`src/rtl/lunar_lander_core.sv`:
```
// Lunar lander engine: BCD ten's-complement flight physics on one clock with an
// internal tick divider, pushbutton decode and a sign/magnitude display value.
module lunar_lander_core #(
    parameter int unsigned         DIGITS      = 4,
    parameter logic [4*DIGITS-1:0] FUEL_INIT   = 'h0800,
    parameter logic [4*DIGITS-1:0] ALT_INIT    = 'h4500,
    parameter logic [4*DIGITS-1:0] VEL_INIT    = 'h0000,
    parameter logic [4*DIGITS-1:0] THRUST_INIT = 'h0005,
    parameter logic [4*DIGITS-1:0] GRAV        = 'h0005,
    parameter logic [4*DIGITS-1:0] SAFE_VEL    = 'h0030,
    parameter int unsigned         TICK_DIV    = 25
) (
    input  logic                  clk,
    input  logic                  reset,
    input  logic [19:0]           in,
    output logic [4*DIGITS-1:0]   alt,
    output logic [4*DIGITS-1:0]   vel,
    output logic [4*DIGITS-1:0]   fuel,
    output logic [4*DIGITS-1:0]   thrust,
    output logic [1:0]            disp_sel,
    output logic [4*DIGITS-1:0]   disp_mag,
    output logic                  disp_neg,
    output logic                  step,
    output logic                  paused,
    output logic                  land,
    output logic                  crash
);
    localparam int unsigned W  = 4 * DIGITS;
    localparam int unsigned CW = (TICK_DIV > 1) ? $clog2(TICK_DIV) : 1;

    typedef enum logic [2:0] {FLY, PAUSE, UPDATE, CHECK, HALT} state_t;

    function automatic logic [W-1:0] bcd_add(input logic [W-1:0] a, input logic [W-1:0] b,
                                             input logic cin);
        logic [W-1:0] r;
        logic         c;
        logic [4:0]   s;
        r = '0;
        c = cin;
        for (int i = 0; i < int'(DIGITS); i++) begin
            s = 5'(a[4*i +: 4]) + 5'(b[4*i +: 4]) + 5'(c);
            if (s > 5'd9) begin
                r[4*i +: 4] = 4'(s - 5'd10);
                c = 1'b1;
            end else begin
                r[4*i +: 4] = s[3:0];
                c = 1'b0;
            end
        end
        return r;
    endfunction

    // a - b as a + nines(b) + 1
    function automatic logic [W-1:0] bcd_sub(input logic [W-1:0] a, input logic [W-1:0] b);
        logic [W-1:0] n;
        for (int i = 0; i < int'(DIGITS); i++) n[4*i +: 4] = 4'(4'd9 - b[4*i +: 4]);
        return bcd_add(a, n, 1'b1);
    endfunction

    function automatic logic is_neg(input logic [W-1:0] x);
        return x[W-1 -: 4] >= 4'd5;
    endfunction

    state_t          state_q, state_d;
    logic [CW-1:0]   cnt_q, cnt_d;
    logic [W-1:0]    thrust_req_q, req_d;
    logic [W-1:0]    alt_d, vel_d, fuel_d, thrust_d;
    logic [1:0]      sel_d;
    logic            step_d, land_d, crash_d;
    logic [2:0]      key_hist_q;
    logic [4:0]      code_c, code1_q, code2_q;
    logic            press_c;
    logic [W-1:0]    alt_sum_c, vel_next_c, fuel_diff_c, vel_mag_c, sel_val_c;
    logic            fuel_short_c;

    // OR-encode of every asserted key
    always_comb begin
        code_c = '0;
        for (int i = 0; i < 20; i++) begin
            if (in[i]) code_c = code_c | 5'(i);
        end
    end

    assign press_c      = key_hist_q[1] & ~key_hist_q[2];
    assign alt_sum_c    = bcd_add(alt, vel, 1'b0);
    assign vel_next_c   = bcd_add(bcd_sub(vel, GRAV), thrust, 1'b0);
    assign fuel_diff_c  = bcd_sub(fuel, thrust);
    assign fuel_short_c = is_neg(fuel_diff_c);
    assign vel_mag_c    = is_neg(vel) ? bcd_sub('0, vel) : vel;

    always_ff @(posedge clk) begin
        if (reset) begin
            state_q      <= FLY;
            cnt_q        <= '0;
            alt          <= ALT_INIT;
            vel          <= VEL_INIT;
            fuel         <= FUEL_INIT;
            thrust       <= THRUST_INIT;
            thrust_req_q <= THRUST_INIT;
            disp_sel     <= '0;
            step         <= 1'b0;
            paused       <= 1'b0;
            land         <= 1'b0;
            crash        <= 1'b0;
            key_hist_q   <= '0;
            code1_q      <= '0;
            code2_q      <= '0;
        end else begin
            state_q      <= state_d;
            cnt_q        <= cnt_d;
            alt          <= alt_d;
            vel          <= vel_d;
            fuel         <= fuel_d;
            thrust       <= thrust_d;
            thrust_req_q <= req_d;
            disp_sel     <= sel_d;
            step         <= step_d;
            paused       <= (state_d == PAUSE);
            land         <= land_d;
            crash        <= crash_d;
            key_hist_q   <= {key_hist_q[1:0], |in};
            code1_q      <= code_c;
            code2_q      <= code1_q;
        end
    end

    always_comb begin
        state_d  = state_q;
        cnt_d    = cnt_q;
        alt_d    = alt;
        vel_d    = vel;
        fuel_d   = fuel;
        thrust_d = thrust;
        req_d    = thrust_req_q;
        sel_d    = disp_sel;
        step_d   = 1'b0;
        land_d   = land;
        crash_d  = crash;

        if (press_c && code2_q <= 5'd9) req_d = W'(code2_q[3:0]);
        if (press_c && code2_q >= 5'd16 && code2_q <= 5'd19) sel_d = 2'(5'd19 - code2_q);

        case (state_q)
            FLY: begin
                // pause wins over the tick so the held count resumes intact
                if (press_c && code2_q == 5'd10) begin
                    state_d = PAUSE;
                end else if (cnt_q == CW'(TICK_DIV - 1)) begin
                    cnt_d   = '0;
                    state_d = UPDATE;
                    step_d  = 1'b1;
                end else begin
                    cnt_d = cnt_q + CW'(1);
                end
            end
            PAUSE: begin
                if (press_c && code2_q == 5'd10) state_d = FLY;
            end
            UPDATE: begin
                alt_d    = alt_sum_c;
                vel_d    = vel_next_c;
                fuel_d   = fuel_short_c ? '0 : fuel_diff_c;
                thrust_d = (fuel == '0 || fuel_short_c) ? '0 : thrust_req_q;
                state_d  = CHECK;
            end
            CHECK: begin
                if (is_neg(alt)) begin
                    if (vel_mag_c <= SAFE_VEL) land_d = 1'b1;
                    else crash_d = 1'b1;
                    alt_d   = '0;
                    vel_d   = '0;
                    state_d = HALT;
                end else begin
                    state_d = FLY;
                end
            end
            HALT: begin
                alt_d = '0;
                vel_d = '0;
                if (press_c && code2_q == 5'd11) begin
                    alt_d    = ALT_INIT;
                    vel_d    = VEL_INIT;
                    fuel_d   = FUEL_INIT;
                    thrust_d = THRUST_INIT;
                    req_d    = THRUST_INIT;
                    land_d   = 1'b0;
                    crash_d  = 1'b0;
                    cnt_d    = '0;
                    state_d  = FLY;
                end
            end
            default: state_d = FLY;
        endcase
    end

    // display value in sign/magnitude form
    always_comb begin
        case (disp_sel)
            2'd0:    sel_val_c = alt;
            2'd1:    sel_val_c = vel;
            2'd2:    sel_val_c = fuel;
            default: sel_val_c = thrust;
        endcase
    end

    assign disp_neg = is_neg(sel_val_c);
    assign disp_mag = disp_neg ? bcd_sub('0, sel_val_c) : sel_val_c;

endmodule

```
`config.mk`:
```
export PLATFORM = sky130hd
export DESIGN_NAME = lunar_lander_core
export DESIGN_NICKNAME = d
export VERILOG_FILES = /design/src/rtl/lunar_lander_core.sv
export SDC_FILE = /design/constraint.sdc
export NUM_CORES = 1
export LEC_CHECK = 0
export BUFFER_PORTS_ARGS = -buffer_cell sky130_fd_sc_hd__buf_2
export CAP_MARGIN = 40
export CORE_MARGIN = 2
export CORE_UTILIZATION = 26
export DETAILED_ROUTE_END_ITERATION = 7
export GPL_ROUTABILITY_DRIVEN = 0
export SETUP_SLACK_MARGIN = 0.15
export SLEW_MARGIN = 20
export SYNTH_ARGS = -nofsm -noshare
export SYNTH_HDL_FRONTEND = slang
export SYNTH_SLANG_ARGS = --single-unit
```
`constraint.sdc`:
```
create_clock -name clk -period 13.3 [get_ports clk]
set_input_delay 3.325 -clock clk [delete_from_list [all_inputs] [get_ports clk]]
set_output_delay 3.325 -clock clk [all_outputs]
set_load 0.1 [all_outputs]
```
==> impl_results.md <==
* Most frequent cell on the critical path: ha_1
* Maximum clock frequency at 80.6 MHz
* Pleak at 4.86 nW
* Synthesized area per cell at 8.67 µm²
* Sequential area share after synthesis at 22.6%
* Post-Synthesis Cells at 1091
* Total GRT Usage at 14.4%
* Worst-path fanout max at 10
* Core area at 35700 µm²
* Hold worst-path end: code2_q[0]
* Via-to-Cell Ratio at 4.99
* Area after DPL at 10500 µm²
* Post-layout min period at 12.41 ns
* Average routed wire per standard cell at 16.6 µm
* Root buf cell: clkbuf_16
* CTS max path bufs at 2
* Distinct cells, synth at 71
* Most used DFF post-synth: dfxtp_1
* Final net count at 1354
* Area Growth Syn to Fin at 14.4%
* Final Max Tran Viols at 0
* Final worst path period share at 93.3%
* IO buf count at 108
* Post-DP HPWL at 21700 µm
* Vias in the first global route at 7976
* Clk_skew at 0.0122 ns
* GRT overflow at 0
* Slew @ Worst Pin at 0.818 ns
* Vias post-DR at 8231
* Number of gates resized after cts at 0
* Clock Sinks at 107
* Clock Latency Late Sink at 0.36 ns
* CP startpoint kind: flop
* DIE AREA at 37900 µm²
* Initial Util at 26.5%
* Drt pass-1 iters at 5
* Post-CTS Setup Repair Bufs at 0
* Die Span Y at 195 µm
* CP endpoint kind: output port
* Final instance area at 10800 µm²
* Depth of the worst hold-timing path at 1
* Chip Width at 195 µm
* CP bufs+invs at 4
* Setup violations, final at 0
* Global-route wire length before repair at 43500 µm
* Clock-pin slew on the worst setup and hold paths at 0.08 ns
* Status: complete, no violations
* Critical path's largest stage delay at 0.59 ns
* Post-synth EDFFs at 0
* Final hold vios at 0
* Peak VDD IR at 0.0615 mV
* Hold path startpoint: code1_q[0]
* Worst r2r src: thrust[1]
* Worst path required time at 9.97 ns
* Multi-input gate area at 6780 µm²
* PD cells at 59.1 nW/µm²
* DRT iter0 DRCs at 598
* Arr. time, crit path at 9.08 ns
* Worst slew margin at 45.3%
* H-tree Lvls at 3
* Drt drc at 0
* Fill cells at 3820
* Num ports at 109
* Post-CTS Hold Buffers at 0
* Crit-path slowest cell: dfxtp_1
* R2R Setup Slk at 3.09 ns
* Synthesis-stage register bit count at 107
* Routed Antenna Nets at 0
* YS warnings at 0
* Layout cells sized above 1 at 14.2%
* RSZ-0062 raised after global routing: false
* Critical R2R Capture: fuel[1]
* Kind of critical path: reg -> out
* Hold Crit Class: reg -> reg
* CTS buffer count at 9
* Mapped Nets at 1263
* Register area at 2140 µm²
* Number of diodes at 0
* FP Rows at 69
* Final TNS setup at 0 ns
* Mapped Area at 9460 µm²
* Async S/R FF share, synth at 0%
* Max Cap Violations at 0
* Initial antenna violation count at 0
* Largest net degree at the start of global routing at 31
* Total Wirelength at 27400 µm
* TritonCTS clock tree: yes
* CP delay by family, top: adder cells
* Worst reg2reg path depth at 35
report_power, final:
group | switching, W | internal [W]
Clock | 0.000132 | 0.000146
Sequential | 0.00000334 | 0.000324
Combinational | 0.0000225 | 0.0000124
cells by family after synthesis:
logic type,Yosys count,share of synthesized area [%]
AOI/OAI and AO/OA,265,19.1
xor gates and xnor gates,91,8.73
adders and majority gates,150,21.5
buffers and inverters,144,5.94
DFF,107,22.6
muxes,41,6.52
and+or+nand+nor,293,15.6
Yosys cell counts (all sizes together), types with 5 or more instances:
library cell,count,area [µm²]
a211o,5,43.8
nand2,80,300
o21a,6,45.0
a21oi,46,230
nor3b,5,37.5
o21bai,5,37.5
nor2b,30,188
nand3,25,125
nor2,56,210
o21ai,60,304
a211oi,6,45.0
or4,5,37.5
dfxtp,107,2140
nand2b,15,93.8
a31oi,15,93.8
xor2,39,342
a22o,17,149
a22oi,6,45.0
a21o,23,173
nor3,10,50.1
nor4,17,106
o22ai,15,93.8
o32ai,6,52.6
buf,13,70.1
a221o,5,50.1
inv,107,402
fa,21,420
xnor2,51,462
clkbuf,24,90.1
mux2,5,56.3
and2,6,37.5
and3,22,138
nand4,7,43.8
a32o,6,61.3
o31ai,12,90.1
mux4,16,360
mux2i,20,200
ha,129,1610
routing by layer:
layer | vias up | share of wire [%] | track usage, %
li1 | 4081 | - | -
met5 | - | 0 | 0
met2 | 191 | 46 | 23.8
met1 | 3924 | 46 | 18.7
met4 | 0 | 2.6 | 4.30
met3 | 35 | 5.5 | 3.11
cell usage in the layout, fill, tap and decap left out, types with 39 or more instances in the layout:
master | synthesis | routed
dfxtp_1 | 107 | 107
ha_1 | 129 | 129
a21oi_1 | 46 | 46
nand2_1 | 80 | 80
inv_1 | 107 | 107
o21ai_0 | 57 | 56
xor2_1 | 39 | 39
nor2_1 | 56 | 55
xnor2_1 | 49 | 49
buf_2 | 11 | 106
through the flow:
step | power (W) | worst slack [ns] | hold slack (ns) | cells | util [%]
finish | 0.000640 | 0.893 | 0.440 | 1648 | 30.3
global route | 0.000661 | 0.181 | 0.460 | 1648 | 30.3
CTS | 0.000645 | 0.725 | 0.443 | 1647 | 30.2
detailed placement | 0.000369 | 1.13 | 0.425 | 1631 | 29.4
global placement | 0.000369 | 1.59 | 0.429 | 1631 | 29.4
floorplan | 0.000357 | 0.172 | 0.414 | 1091 | -
area by class of cell:
type | instances | share of cell area [%]
Clock buffer | 12 | 2.46
Timing Repair Buffer | 117 | 5.70
Multi-Input combinational cell | 840 | 62.6
Sequential cell | 107 | 19.8
Clock inverter | 4 | 0.370
Tap cell | 461 | 5.33
Inverter | 107 | 3.71
sequential cells by signal, summed over array words and instances (netlist names):
register	count
step	1
thrust_req_q	16
disp_sel	2
cnt_q	5
alt	16
code1_q	5
key_hist_q	3
state_q	3
thrust	16
fuel	16
crash	1
land	1
paused	1
vel	16
code2_q	5
how the worst max path moves through the flow:
stage          slack [ns]           end   startpoint  cells past startpoint
2_1_floorplan        0.17  disp_mag[14]  disp_sel[1]                     37
3_3_place_gp         1.59  disp_mag[14]  disp_sel[0]                     36
3_5_place_dp         1.13  disp_mag[14]  disp_sel[0]                     36
4_1_cts              0.73  disp_mag[14]  disp_sel[0]                     36
5_1_grt              0.18  disp_mag[14]  disp_sel[0]                     37
6_report             0.89  disp_mag[15]  disp_sel[0]                     34
Note: power is estimated with default switching activity, not from simulation.
